--- src/rtl/shift_pkg.sv ---
// Shared constants, sel codes and FSM state type for the sequential shifter.
// Optional rotate-right support is enabled by defining SHIFT_SEQ_ROR_EN.
package shift_pkg;

  localparam int DATA_W = 32;
  localparam int AMT_W  = 5;
  localparam int SEL_W  = 3;

  localparam logic [SEL_W-1:0] SEL_NOP  = 3'b000;
  localparam logic [SEL_W-1:0] SEL_LOAD = 3'b001;
  localparam logic [SEL_W-1:0] SEL_SLL  = 3'b010;
  localparam logic [SEL_W-1:0] SEL_SRL  = 3'b011;
  localparam logic [SEL_W-1:0] SEL_SRA  = 3'b100;
  localparam logic [SEL_W-1:0] SEL_ROR  = 3'b101;

  typedef enum logic [1:0] {
    ST_IDLE,
    ST_LOAD,
    ST_SHIFT,
    ST_DONE
  } state_t;

  // True for codes that consume amt cycles of single-bit steps.
  function automatic logic sel_is_shift(input logic [SEL_W-1:0] sel);
    logic is_shift;
    is_shift = (sel == SEL_SLL) || (sel == SEL_SRL) || (sel == SEL_SRA);
`ifdef SHIFT_SEQ_ROR_EN
    is_shift = is_shift || (sel == SEL_ROR);
`endif
    return is_shift;
  endfunction

  function automatic logic sel_is_legal(input logic [SEL_W-1:0] sel);
    return (sel == SEL_NOP) || (sel == SEL_LOAD) || sel_is_shift(sel);
  endfunction

endpackage

--- src/rtl/shift_step.sv ---
// Combinational single-bit shift step selected by the operation code.
// Rotate-right is only built when SHIFT_SEQ_ROR_EN is defined.
module shift_step
  import shift_pkg::*;
(
  input  logic [DATA_W-1:0] value,
  input  logic [SEL_W-1:0]  sel,
  output logic [DATA_W-1:0] step_value
);

  always_comb begin
    step_value = value;
    case (sel)
      SEL_SLL: step_value = {value[DATA_W-2:0], 1'b0};
      SEL_SRL: step_value = {1'b0, value[DATA_W-1:1]};
      SEL_SRA: step_value = {value[DATA_W-1], value[DATA_W-1:1]};
`ifdef SHIFT_SEQ_ROR_EN
      SEL_ROR: step_value = {value[0], value[DATA_W-1:1]};
`endif
      default: step_value = value;
    endcase
  end

endmodule

--- src/rtl/shift_seq.sv ---
// Multi-cycle shifter: one bit position per cycle, IDLE/LOAD/SHIFT/DONE FSM.
// Define SHIFT_SEQ_ROR_EN to make sel 101 a rotate-right instead of illegal.
module shift_seq
  import shift_pkg::*;
(
  input  logic              clk,
  input  logic              reset,
  input  logic              start,
  input  logic [SEL_W-1:0]  sel,
  input  logic [DATA_W-1:0] src,
  input  logic [AMT_W-1:0]  amt,
  output logic              busy,
  output logic              done,
  output logic              err,
  output logic [DATA_W-1:0] result
);

  state_t            state_q,  state_d;
  logic [SEL_W-1:0]  sel_q,    sel_d;
  logic [DATA_W-1:0] src_q,    src_d;
  logic [AMT_W-1:0]  amt_q,    amt_d;
  logic [DATA_W-1:0] shreg_q,  shreg_d;
  logic [AMT_W-1:0]  count_q,  count_d;
  logic [DATA_W-1:0] result_q, result_d;
  logic [DATA_W-1:0] step_value;

  shift_step u_step (
    .value      (shreg_q),
    .sel        (sel_q),
    .step_value (step_value)
  );

  always_ff @(posedge clk) begin
    if (reset) begin
      state_q  <= ST_IDLE;
      sel_q    <= '0;
      src_q    <= '0;
      amt_q    <= '0;
      shreg_q  <= '0;
      count_q  <= '0;
      result_q <= '0;
    end else begin
      state_q  <= state_d;
      sel_q    <= sel_d;
      src_q    <= src_d;
      amt_q    <= amt_d;
      shreg_q  <= shreg_d;
      count_q  <= count_d;
      result_q <= result_d;
    end
  end

  // result is captured on entry to DONE so it is already valid while done is high.
  always_comb begin
    state_d  = state_q;
    sel_d    = sel_q;
    src_d    = src_q;
    amt_d    = amt_q;
    shreg_d  = shreg_q;
    count_d  = count_q;
    result_d = result_q;
    case (state_q)
      ST_IDLE: begin
        if (start) begin
          sel_d   = sel;
          src_d   = src;
          amt_d   = amt;
          state_d = ST_LOAD;
        end
      end
      ST_LOAD: begin
        shreg_d = src_q;
        count_d = sel_is_shift(sel_q) ? amt_q : '0;
        if (count_d != '0) begin
          state_d = ST_SHIFT;
        end else begin
          state_d  = ST_DONE;
          result_d = src_q;
        end
      end
      ST_SHIFT: begin
        shreg_d = step_value;
        count_d = count_q - 1'b1;
        if (count_q <= 1) begin
          count_d  = '0;
          state_d  = ST_DONE;
          result_d = step_value;
        end
      end
      ST_DONE: begin
        state_d = ST_IDLE;
      end
      default: state_d = ST_IDLE;
    endcase
  end

  assign busy   = (state_q != ST_IDLE);
  assign done   = (state_q == ST_DONE);
  assign err    = (state_q == ST_DONE) && !sel_is_legal(sel_q);
  assign result = result_q;

endmodule

--- config.mk ---
export PLATFORM = sky130hd
export DESIGN_NAME = shift_seq
export DESIGN_NICKNAME = d
export VERILOG_FILES = /design/src/rtl/shift_pkg.sv /design/src/rtl/shift_step.sv /design/src/rtl/shift_seq.sv
export SDC_FILE = /design/constraint.sdc
export NUM_CORES = 1
export LEC_CHECK = 0
export ABC_AREA = 1
export BUFFER_PORTS_ARGS = -buffer_cell sky130_fd_sc_hd__buf_4
export CORE_UTILIZATION = 36
export DETAILED_ROUTE_END_ITERATION = 10
export GPL_TIMING_DRIVEN = 0
export HOLD_SLACK_MARGIN = 0.08
export SLEW_MARGIN = 20
export SYNTH_ARGS = -nofsm -noshare
export SYNTH_HDL_FRONTEND = slang
export SYNTH_HIERARCHICAL = 1
export SYNTH_SLANG_ARGS = --single-unit
export TNS_END_PERCENT = 10
--- constraint.sdc ---
create_clock -name clk -period 1.75 [get_ports clk]
set_clock_uncertainty 0.05 [all_clocks]
set_input_delay 0.2625 -clock clk [delete_from_list [all_inputs] [get_ports clk]]
set_output_delay 0.2625 -clock clk [all_outputs]
set_load 0.02 [all_outputs]
* Word-level counts from Yosys, hierarchy flattened
Index checks and enable logic that the tools add are counted.
** Word-level totals
- Register bits :: 111
- Input port bits :: 43
** Cells by class
- $add $sub $neg :: 1
- Magnitude comparators :: 1
- Equal/unequal tests :: 10
- Multiplexer cells :: 12
- Reductions and logical operators :: 14
** Operators with widths (count)
- case mux 32 bit (2 select lines) :: 2
- case mux 32 bit (3 select lines) :: 1
- 2-to-1 mux 32 bit :: 2
- 2-to-1 mux 5 bit :: 2
- case mux 5 bit (2 select lines) :: 1
- case mux 2 bit (4 select lines) :: 1
- == test 3 x 2 -> 1 bit (second input constant) :: 2
- != test 2 bit (second input constant) :: 3
- <= comparator 5 x 1 -> 1 bit (second input constant) :: 1
- nonzero test 5 bit :: 1
- subtractor 5 x 1 -> 5 bit (second input constant) :: 1
- == test 2 bit (second input constant) :: 2
- logical OR 1 bit :: 4
- 2-to-1 mux 2 bit :: 2
- AND reduction 2 bit :: 2
- nonzero test 2 bit :: 2
- == test 3 x 1 -> 1 bit (second input constant) :: 1
- == test 3 bit (second input constant) :: 1
- zero test 3 bit :: 1
- AND reduction 3 bit :: 1
- == test 2 x 1 -> 1 bit (second input constant) :: 1
- zero test 2 bit :: 1
- logical AND 1 bit :: 1
- zero test 1 bit :: 1
- 2-to-1 mux 1 bit :: 1

* Depth between registers and ports, before layout
Gate-level depths: netlist of run 1.
- Depth in word-level cells :: 7
- Mapped depth :: 11
- Mapped depth without buffers :: 9

* Cells and area by module
The synthesis of run 1 kept the hierarchy.
** By module, submodules not included
- shift_seq :: times used 1, cells each 606, area an instance 4957.3 µm²
- shift_step :: times used 1, cells each 149, area an instance 704.4 µm²

* Worst setup path after synthesis of run 1
No wires, ideal clock.
- Kind :: flip-flop to flip-flop
- From :: register state_q[0]
- To :: register shreg_q[27]
- Setup time :: 0.116 ns
- Data arrival time :: 1.572 ns
- Required time :: 1.584 ns
- Slack :: 0.012 ns
- Cell stages (with the launch flop) :: 9
- Path buffers :: 2
- Clock period less this slack :: 1.738 ns
- Cells stage by stage :: dfxtp_1 inv_1 ha_1 buf_2 buf_2 mux2i_1 nand2_1 o211ai_1 inv_1
** On the way
- Cells in the longest elaborated chain, start to end :: 2
- Elaborated cells between the ends (all ways) :: 4
- Classes of those cells :: eq/ne (2); mux (1); reduce/logical (1)
** Ends and longest elaborated chain
- start, declared :: line shift_seq.sv:18 : state_t state_q, state_d;
- start signal, assigned :: line shift_seq.sv:43 : state_q <= state_d;
- == test 2 bit / == test 2 x 1 -> 1 bit (equally long branches) :: line shift_seq.sv:62 : case (state_q)
- case mux 32 bit (2 select lines) / nonzero test 2 bit (equally long branches)
- end signal, assigned :: line shift_seq.sv:47 : shreg_q <= shreg_d;
- end, declared :: line shift_seq.sv:22 : logic [DATA_W-1:0] shreg_q, shreg_d;
Several ways; a longest one is shown, not always the timed one.
A chain may end at the register's enable or synchronous reset.

* Final worst setup path of run 1
- From :: register sel_q[1]
- To :: register result_q[19], in the netlist result[19]
** On the way
- Cells in the longest elaborated chain, start to end :: 7
- Elaborated cells between the ends (all ways) :: 12
- Classes of those cells :: eq/ne (4); mux (4); reduce/logical (4)
** Ends and longest elaborated chain
- start, declared :: line shift_seq.sv:19 : logic [SEL_W-1:0] sel_q, sel_d;
- start signal, assigned :: line shift_seq.sv:44 : sel_q <= sel_d;
- == test 3 x 2 -> 1 bit :: line shift_pkg.sv:26, shift_step.sv:13
- logical OR 1 bit (2 in a row) :: line shift_pkg.sv:26 : is_shift = (sel == SEL_SLL) || (sel == SEL_SRL) || (sel == SEL_SRA);
- 2-to-1 mux 5 bit :: line shift_seq.sv:73 : count_d = sel_is_shift(sel_q) ? amt_q : '0;
- nonzero test 5 bit :: line shift_seq.sv:74 : if (count_d != '0) begin
- != test 2 bit (no line)
- AND reduction 3 bit (no line)
- end signal, assigned :: line shift_seq.sv:49 : result_q <= result_d;
- end, declared :: line shift_seq.sv:24 : logic [DATA_W-1:0] result_q, result_d;
Several ways; a longest one is shown, not always the timed one. The select of a mux whose other input is x is not followed.

==> summary.txt, run 1 <==
Cells and area
  • Filler instances: roughly 1600
  • # diodes: 0
  • Share of layout cells above drive strength 1: 28.2%
  • Most common cell after layout, fill and taps aside: nor2_1
  • P&R area growth vs syn: 29.7%
  • Final Instance Area: 0.00735 mm^2
  • Final net count: about 900
  • Most frequent cells in the layout: nor2_1, nand3_1, dfxtp_1, nand2_1, buf_4
  • Finished Layout Cells: around 1100

Critical path
  • Critical path type: flip-flop to flip-flop
  • Most used cell, CP: nand2_1
  • CP Data Required Time: about 2 ns
  • Reg2Reg Launch Point: sel_q[1]
  • Worst setup SP type: flip-flop
  • Worst setup EP type: flip-flop
  • Max incr delay on CP: around 0.43 ns
  • Reg2reg path depth: 11
  • R2R Path End: result[19]
  • R2R setup slack: -0.02 ns
  • Critical Path AT: around 2.0 ns
  • WP depth: 11
  • Worst path cell trace: nor2_2, nand2_1, nand3_4, o21ai_2, nand2_2, o21bai_4, buf_12, buf_8, nand3_1, nand2_1, nor2_1
  • Max FO, Critical Path: 8
  • Crit-path slowest cell: dfxtp_2
  • Buf/Inv on CP: 2
  • Delay-heaviest family, CP: simple AND/OR/NAND/NOR gates

Outcome
  • Failing checks: negative setup slack
  • Status: complete, but fails checks

Die
  • Core outline area: roughly 0.015 mm^2
  • Initial Utilization: between 30% and 40%
  • DIE HEIGHT: ~130 um
  • Rows: 45
  • Die width: 127 um
  • Die area: 0.0162 mm^2
  • I/O pin count: ~80

CTS
  • Sink Count: ~110
  • TritonCTS clock tree: built
  • CTS Buffer Depth: 2
  • H-tree Lvls: 3
  • Clock slew at reported path FFs: approximately 0.070 ns
  • Latest clock arrival within the worst-skew pair: ~0.36 ns
  • Cell chosen for the clock root: clkbuf_16
  • TritonCTS Buffers: 9

Synthesis
  • Syn nets: 805
  • Mapped Cells: around 760
  • Post-synthesis sequential area ratio: around two fifths
  • Syn. warnings: 6
  • Netlist cell types: 33
  • Mean Syn Cell Area: 7.50 um^2
  • Netlist Area Pre-Place: 0.00566 mm^2
  • #FFs+latches synth: 111

Power and ir drop
  • Peak VDD IR: between 800 and 900 uV
  • Leakage Power: roughly 3.2 nW
  • PD cells: roughly 2100 mW/mm^2

STA
  • Worst Tran Pin Value: ~0.64 ns
  • FMAX: about 0.56 GHz
  • Post-route minimum period: roughly 1.8 ns
  • Setup TNS: -0.0564 ns
  • Post-route clock period utilization: 101%
  • Slew margin rel.: between 50% and 60%
  • Final number of max-transition violations: 0
  • Final hold vios: 0
  • Hold_ws: between 0.1 and 0.15 ns
  • RSZ-0062 raised after global routing: yes
  • Final worst setup slack: -0.0216 ns
  • Final setup fails: 8

Placement
  • GPL Wtd Cong: 0.806
  • Dpl cells: approximately 1000
  • DP Wirelength: between 10000 and 15000 um
  • Area post-placement: roughly 0.0065 mm^2
  • Port Buffers: 77

Min path
  • Worst Hold Launch: amt[1]
  • HP Class: primary input to flip-flop
  • WHS Path Cells: 3
  • Hold Path End: amt_q[1]

Drt
  • Drt wl/cell: ~15 um
  • Drc violations: 0
  • DRT antenna net count: 0
  • DRT Pass-1 Iters: 4
  • Vias per std cell: roughly 5.1
  • Final WL: 15600 um
  • First-iteration detailed-routing DRC count: 256
  • Via count: between 5000 and 6000

GRT
  • Vias in the first global route: 4916
  • GRT Util Overall: between 15 and 20%
  • Initial antenna violation count: 0
  • First-pass GRT wire length: 24600 um
  • Grt total ovfl: 0
  • Maximum number of pins on one net before global-route repair: 17

Flow run
  • Max cap viols: 0
==> metrics by stage <==
| step | power (mW) | utilization (%) | setup WS, ns |
|---|---|---|---|
| 2_1_floorplan | 10.1 | - | 0.0116 |
| 4_1_cts | 14.7 | 45.5 | -0.0282 |
| 3_3_place_gp | 12.1 | 42.6 | -0.387 |
| 5_1_grt | 16.9 | 48.1 | -0.112 |
| 6_report | 15.7 | 48.1 | -0.0216 |
| 3_5_place_dp | 12.2 | 42.6 | -0.400 |
==> power breakdown <==
part / switching, mW / internal, mW / total, mW
Combinational: 5.07 / 4.07 / 9.14
Clock: 0.934 / 1.18 / 2.11
Sequential: 0.898 / 3.58 / 4.48
==> repair_timing <==
item | CTS | global route
endpoints found under the setup margin | 88 | 106
endpoints found under the hold margin | 1 | 0
buffers inserted | 0 | 4
hold buffers | 1 | 0
pin swaps | 0 | 10
resized for setup | 46 | 74
gates cloned | 0 | 4
==> worst reg2reg max path, stage by stage, from the launching register on <==
cell,delay [ns]
dfxtp_2,0.43
nor2_2,0.06
nand2_1,0.10
nand3_4,0.12
o21ai_2,0.09
nand2_2,0.09
o21bai_4,0.19
buf_12,0.19
buf_8,0.15
nand3_1,0.07
nand2_1,0.09
nor2_1,0.05
==> routing by layer <==
layer	track usage [%]	vias up	routed length, um
li1	-	2715	-
met1	26.9	2477	7380
met2	29.7	170	6910
met3	2.89	28	927
met4	7.84	0	361
met5	0	-	0
==> cell type report <==
class / instances / area [um^2] / area share (%)
Buffer: 61 / 472 / 6.42
Clock inverter: 3 / 42.5 / 0.579
Inverter: 48 / 180 / 2.45
Multi-Input combinational cell: 535 / 3170 / 43.2
Clock buffer: 12 / 256 / 3.49
Timing Repair Buffer: 86 / 722 / 9.83
Sequential cell: 111 / 2230 / 30.4
Tap cell: 211 / 264 / 3.59
==> logic make-up (layout without fill, tap and decap cells) <==
logic type / after synthesis / in the layout / synth area share, %
AO/OA/AOI/OAI: 126 / 126 / 15.2
XOR/XNOR: 3 / 3 / 0.464
adder cells (fa/ha/maj): 7 / 7 / 1.55
AND/OR/NAND/NOR: 367 / 367 / 28.4
buffers and inverters: 109 / 210 / 9.48
flip-flops: 111 / 111 / 39.2
multiplexers: 32 / 32 / 5.66
==> synth_stat cells <==
cell	n	area [um^2]
a21oi_1	3	15.0
a21oi_2	32	280
buf_1	3	11.3
buf_12	4	80.1
buf_2	20	100
buf_4	4	30.0
buf_6	3	33.8
clkbuf_1	27	101
dfxtp_1	111	2220
ha_1	7	87.6
inv_1	47	176
inv_2	1	3.75
mux2i_1	32	320
nand2_1	113	424
nand2_2	2	12.5
nand3_1	117	586
nand3_2	8	80.1
nand3_4	1	17.5
nand3b_1	1	7.51
nor2_1	121	454
nor2_2	1	6.26
nor3_1	2	10.0
nor3b_1	1	7.51
o211ai_1	32	240
o21ai_0	45	225
o21ai_1	5	25.0
o21ai_2	2	17.5
o21bai_1	1	7.51
o21bai_2	1	11.3
o221ai_1	4	35.0
o22ai_1	1	6.26
xnor2_1	1	8.76
xor2_1	2	17.5
==> worst max path at each step <==
stage,slack (ns),from,end
floorplan,0.01,state_q[0],shreg_q[27]
global placement,-0.39,state_q[1],src_q[30]
detailed placement,-0.40,state_q[1],src_q[26]
CTS,-0.03,state_q[0],shreg_q[28]
global route,-0.11,state_q[1],amt_q[4]
finish,-0.02,sel_q[1],result[19]
==> sequential cells by signal (all words and copies together), names as in the netlist <==
signal   flops
state_q      2
sel_q        3
shreg_q     32
result      32
amt_q        5
count_q      5
src_q       32
Note: power is estimated with default switching activity, not from simulation.
==> run 2: changes to the inputs <==
- ABC_AREA: 1 -> unset
==> summary.txt, run 2 <==
Outcome
  • Status: complete, but fails checks
  • Failing checks: negative setup slack

Synthesis
  • Synth top area share: 36.0% (-3.2 points)
  • Synth top area cells: dfxtp_1, a21oi_1, a211oi_1
  • Post-synthesis sequential area ratio: 36.0% (-3.2 points)
  • Ys flop type: dfxtp_1
  • Most frequent cells after synthesis: dfxtp_1, a21oi_1, nand2_1, a211oi_1, nor2_1
  • Netlist Area Pre-Place: 0.00617 mm^2 (+9.0%)
  • Mean Syn Cell Area: 8.52 um^2 (+14%)
  • Syn nets: 774 (-3.9%)
  • #FFs+latches synth: 111 (unchanged)
  • Yosys top cell by area: dfxtp_1
  • Syn. warnings: 6 (unchanged)
  • Most frequent cell after synthesis: dfxtp_1
  • Netlist cell types: 50 (+52%)
  • Post-synth EDFFs: 0 (unchanged)
  • Mapped Cells: 724 (-4.1%)
  • Async set or reset register ratio after synthesis: 0% (unchanged)

CTS
  • H-tree Lvls: 3 (unchanged)
  • Cell chosen for the clock root: clkbuf_16
  • Sink Count: 111 (unchanged)
  • Latest clock arrival within the worst-skew pair: 0.37 ns (about the same)
  • TritonCTS clock tree: built
  • CTS Buffer Depth: 2 (unchanged)
  • TritonCTS Buffers: 9 (unchanged)
  • Clock slew at reported path FFs: 0.07 ns (about the same)

Placement
  • GPL Wtd Cong: 0.898 (+11%)
  • Port Buffers: 77 (unchanged)
  • DP Wirelength: 12800 um (+20%)
  • Place WS: -0.461 ns (-0.0610 ns)

STA
  • Hold_ws: 0.0878 ns (-0.0134 ns)
  • Final number of max-transition violations: 0 (unchanged)
  • FMAX: 0.535 GHz (-5.2%)
  • Post-route minimum period: 1.87 ns (+0.0968 ns)
  • Final worst setup slack: -0.118 ns (-0.0968 ns)
  • Final hold vios: 0 (unchanged)
  • RSZ-0062 raised after global routing: yes
  • Setup TNS: -3.92 ns (-3.87 ns)
  • Final setup fails: 62 (+54)
  • Slew margin rel.: 47.2% (-10 points)
  • Post-route clock period utilization: 107% (+5.5 points)
  • Worst Tran Pin Value: 0.792 ns (+0.153 ns)

Cells and area
  • Final net count: 884 (-2.0%)
  • P&R area growth vs syn: 31.9%
  • Share of layout cells above drive strength 1: 37.2% (+9.0 points)
  • Final Util: 48.9% (+0.75 points)
  • Sequential Area: 0.00224 mm^2 (+0.34%)
  • Most frequent cells in the layout: buf_4, dfxtp_1, nand2_1, a21oi_1, nor2_1
  • Filler instances: 1596 (+1.9%)
  • Multi-input gate area: 0.00385 mm^2 (+21%)
  • # diodes: 0 (unchanged)

Drt
  • Drt wl/cell: 17.4 um (+19%)
  • DRT antenna net count: 0 (unchanged)
  • Drc violations: 0 (unchanged)
  • Vias per std cell: 5.44 (+7.8%)
  • DRT Pass-1 Iters: 4 (unchanged)
  • Final WL: 18400 um (+18%)
  • First-iteration detailed-routing DRC count: 353 (+38%)
  • Via count: 5765 (+7.0%)

Power and ir drop
  • Leakage Power: 2.95 nW (-9.0%)
  • Final Power: 14.5 mW (-8.1%)
  • PD cells: 1780 mW/mm^2 (-17%)
  • Peak VDD IR: 775 uV (-9.2%)

GRT
  • GRT Util Overall: 21.5% (+2.3 points)
  • Maximum number of pins on one net before global-route repair: 19 (+2)
  • Grt total ovfl: 0 (unchanged)
  • Vias in the first global route: 5638 (+15%)
  • Initial antenna violation count: 0 (unchanged)
  • First-pass GRT wire length: 30000 um (+22%)

Critical path
  • Critical Path AT: 2.04 ns (+0.06 ns)
  • CP Data Required Time: 1.92 ns (-0.04 ns)
  • Worst setup SP type: flip-flop
  • Reg2Reg Launch Point: amt_q[4]
  • Worst setup EP type: flip-flop
  • Critical path type: flip-flop to flip-flop
  • Worst Setup SP: amt_q[4]
  • Max FO, Critical Path: 5 (-3)

Die
  • I/O pin count: 78 (unchanged)
  • Die width: 133 um (+4.3%)
  • Rows: 47 (+4.4%)
  • Die area: 0.0177 mm^2 (+8.9%)
  • Initial Utilization: 37.1% (about the same)
  • DIE HEIGHT: 133 um (+4.3%)
  • Core outline area: 0.0166 mm^2 (+9.1%)

Min path
  • HP Class: primary input to flip-flop
  • Worst Hold Launch: amt[3]

Flow run
  • Max cap viols: 0 (unchanged)
run 2: cell types whose count changed after synthesis, moves of 33 or more:
cell	delta
inv_1	-39
nand3_1	-116
a21oi_1	+101
a31oi_1	+33
o21ai_0	-42
or3b_1	+54
a211oi_1	+66
nor2_1	-56
run 2: report_power, final:
group	switching, mW	internal (mW)	total [mW]
combinational	4.64	3.86	8.51
clock	0.972	1.15	2.13
sequential	0.598	3.23	3.83
total	6.21	8.25	14.5
run 2: timing repair:
| item | 4_1_cts | 5_1_grt |
|---|---|---|
| endpoints found under the setup margin | 109 | 94 |
| cloned | 3 | 0 |
| resized for setup | 109 | 67 |
| hold buffers | 1 | 1 |
| setup buffers | 18 | 2 |
| hold endpoints to repair | 1 | 1 |
| pin swaps | 66 | 35 |
run 2: worst paths after layout:
kind / end / slack (ns) / cells past startpoint
max: result[10] / -0.12 / 6
min: amt_q[3] / 0.09 / 3
max reg2reg: result[10] / -0.12 / 6
min reg2reg: src_q[31] / 0.41 / 2
run 2: cells by family (layout without fill, tap and decap cells):
group	after synthesis	in the layout	synth area share, %
adder cells (fa/ha/maj)	7	7	1.42
buffers and inverters	86	201	7.83
AND/OR/NAND/NOR	232	232	20.2
multiplexers	32	32	5.19
AO/OA/AOI/OAI	255	255	29.1
XOR/XNOR	1	1	0.264
flip-flops	111	111	36.0
run 2: per-stage QoR:
stage / area, um^2 / std cells
after floorplan: 6180 / 724
after global placement: 7040 / 1021
after detailed placement: 7040 / 1021
after CTS: 7910 / 1058
after global routing: 8140 / 1059
final: 8140 / 1059
run 2: layout make-up:
cell class	instances	area share (%)
Inverter	8	0.369
Buffer	76	7.09
Clock buffer	10	2.94
Sequential cell	111	27.6
Timing Repair Buffer	101	10.5
Tap cell	220	3.38
Clock inverter	6	0.830
Multi-Input combinational cell	527	47.3
run 2: routing by layer:
layer  routed length, um  up-vias  track usage [%]
li1                    -     2858                -
met2                8390      151             34.2
met5                   0        -                0
met3                 838       30             4.56
met1                8720     2726             29.0
met4                 447        0             6.96
run 2: worst max-delay path, cell delays in order, from the launching register on:
cell      delay (ns)
dfxtp_2         0.33
or4_4           0.56
o221ai_4        0.17
and3_4          0.27
buf_6           0.14
buf_8           0.13
a211oi_2        0.06
==> run 3: changes to the inputs <==
- CORE_ASPECT_RATIO: unset -> 1.2
- CORE_UTILIZATION: 36 -> 49
- PLACE_DENSITY: unset -> 0.72
==> summary.txt, run 3 (synthesis gave the netlist of run 2 again) <==
Die
  • Die area: 0.0130 mm^2 (-26%)
  • Core outline area: 0.0122 mm^2 (-27%)
  • DIE HEIGHT: 125 um (-6.0%)
  • Die width: 104 um (-21%)
  • I/O pin count: 78 (unchanged)
  • Rows: 44 (-6.4%)
  • Initial Utilization: 50.7% (+14 points)

Critical path
  • Delay-heaviest family, CP: flip-flops
  • Worst setup EP type: flip-flop
  • R2R setup slack: -0.13 ns (about the same)
  • Max FO, Critical Path: 9 (+4)
  • CP Data Required Time: 1.93 ns (about the same)
  • Most used cell, CP: a211oi_2
  • Critical path type: flip-flop to flip-flop
  • R2R Path End: shreg_q[5]
  • Worst setup SP type: flip-flop
  • Reg2Reg Launch Point: sel_q[2]
  • Reg2reg path depth: 7 (+1)
  • Worst path cell trace: buf_12, clkbuf_16, or3b_4, a21oi_2, a211oi_2, mux2i_2, a211oi_2
  • Buf/Inv on CP: 2 (unchanged)
  • Max incr delay on CP: 0.39 ns (-0.17 ns)
  • Crit-path slowest cell: dfxtp_4
  • Critical Path AT: 2.06 ns (+0.02 ns)

CTS
  • Sink Count: 111 (unchanged)
  • TritonCTS clock tree: built
  • H-tree Lvls: 3 (unchanged)
  • CTS hold repair buffers: 0 (-1)
  • Cell chosen for the clock root: clkbuf_16
  • Clock slew at reported path FFs: 0.08 ns (about the same)
  • CTS Buffer Depth: 2 (unchanged)
  • Latest clock arrival within the worst-skew pair: 0.37 ns (about the same)
  • TritonCTS Buffers: 9 (unchanged)

Cells and area
  • Most frequent cells in the layout: dfxtp_1, buf_4, nand2_1, a21oi_1, nor2_1
  • Final net count: 880 (-0.45%)
  • Final Instance Area: 0.00815 mm^2 (+0.11%)
  • Most common cell after layout, fill and taps aside: dfxtp_1
  • Final Util: 66.9% (+18 points)
  • Share of layout cells above drive strength 1: 37.8% (+0.66 points)
  • # diodes: 0 (unchanged)
  • P&R area growth vs syn: 32.0%

Placement
  • Area post-placement: 0.00696 mm^2 (-1.0%)
  • DP Wirelength: 12500 um (-2.3%)
  • GPL Wtd Cong: 0.871 (-3.0%)
  • Port Buffers: 77 (unchanged)

STA
  • Final worst setup slack: -0.132 ns (-0.0133 ns)
  • Final setup fails: 69 (+11%)
  • Final hold vios: 0 (unchanged)
  • FMAX: 0.531 GHz (-0.70%)
  • Worst Tran Pin Value: 0.709 ns (-0.0833 ns)
  • RSZ-0062 raised after global routing: yes
  • Hold_ws: 0.0818 ns (-0.00605 ns)
  • Slew margin rel.: 52.8% (+5.6 points)
  • Final number of max-transition violations: 0 (unchanged)
  • Setup TNS: -4.68 ns (-0.758 ns)
  • Post-route minimum period: 1.88 ns (+0.0132 ns)
  • Post-route clock period utilization: 108% (+0.76 points)

GRT
  • Met3 Track Usage GR: 5.06% (+0.50 points)
  • Grt total ovfl: 0 (unchanged)
  • Busiest grt layer: met2
  • Maximum number of pins on one net before global-route repair: 20 (+1)
  • Vias in the first global route: 5851 (+3.8%)
  • GRT Util Overall: 28.3% (+6.8 points)
  • First-pass GRT wire length: 29800 um (-0.81%)
  • GR Util met1: 35.9% (+7.0 points)
  • Met2 usage: 47.7% (+14 points)
  • Initial antenna violation count: 0 (unchanged)

Flow run
  • Max cap viols: 0 (unchanged)

Drt
  • Vias per std cell: 5.98 (+9.9%)
  • Drt wl/cell: 18.7 um (+7.6%)
  • Via count: 5961 (+3.4%)
  • Final WL: 18600 um (+1.2%)
  • DRT antenna net count: 0 (unchanged)
  • Drc violations: 0 (unchanged)
  • First-iteration detailed-routing DRC count: 430 (+22%)
  • DRT Pass-1 Iters: 5 (+1)

Min path
  • WHS Path Cells: 3 (unchanged)
  • Hold Path End: sel_q[0]
  • HP Class: primary input to flip-flop
  • Worst Hold Launch: sel[0]

Power and ir drop
  • PD cells: 1780 mW/mm^2 (about the same)
  • Peak VDD IR: 884 uV (+14%)
  • Leakage Power: 2.98 nW (+0.87%)

Outcome
  • Status: complete, but fails checks
  • Failing checks: negative setup slack
-- run 3: worst max path at each step --
stage | from | to | slack (ns) | cells past startpoint
floorplan | amt_q[1] | result[18] | -0.03 | 6
global placement | state_q[1] | shreg_q[10] | -0.42 | 6
detailed placement | state_q[1] | shreg_q[16] | -0.46 | 6
CTS | sel_q[1] | shreg_q[26] | -0.12 | 6
global route | sel_q[2] | shreg_q[26] | -0.17 | 7
finish | sel_q[2] | shreg_q[5] | -0.13 | 7
-- run 3: layer usage --
layer,part of all wire (%),vias up
li1,-,2851
met1,43,2893
met2,51,178
met3,4.6,39
met4,2.2,0
met5,0,-
-- run 3: worst register-to-register path: cells and delay by family, from the launching register on --
family / cells / cell delay (ns)
AO/OA/AOI/OAI: 3 / 0.35
buffers and inverters: 2 / 0.31
AND/OR/NAND/NOR: 1 / 0.40
flip-flops: 1 / 0.39
multiplexers: 1 / 0.25
-- run 3: stage by stage --
stage | total power, mW | cells | setup slack, ns
global route | 15.3 | 996 | -0.173
finish | 14.5 | 996 | -0.132
CTS | 13.7 | 993 | -0.122
floorplan | 8.87 | 724 | -0.0266
detailed placement | 10.7 | 962 | -0.459
global placement | 10.6 | 962 | -0.418
-- run 3: area by class of cell --
| class | count | area, um^2 |
|---|---|---|
| multi-input cells | 527 | 3910 |
| fillers | 982 | 4020 |
| clock buffers | 10 | 229 |
| plain buffers | 75 | 602 |
| repair buffers | 98 | 885 |
| flip-flops and latches | 111 | 2240 |
| well taps | 161 | 201 |
| clock inverters | 6 | 52.6 |
| inverters | 8 | 30.0 |
-- run 3: report_power, final --
group	switching [mW]	total, mW	internal [mW]
Clock	1.01	2.01	0.994
Sequential	0.615	3.84	3.23
Combinational	4.75	8.63	3.88
-- run 3: what timing repair did --
action | in CTS | in global routing
setup buffers | 13 | 1
setup endpoints to repair | 109 | 110
cloned | 5 | 3
resized for setup | 108 | 97
pin swaps | 51 | 46
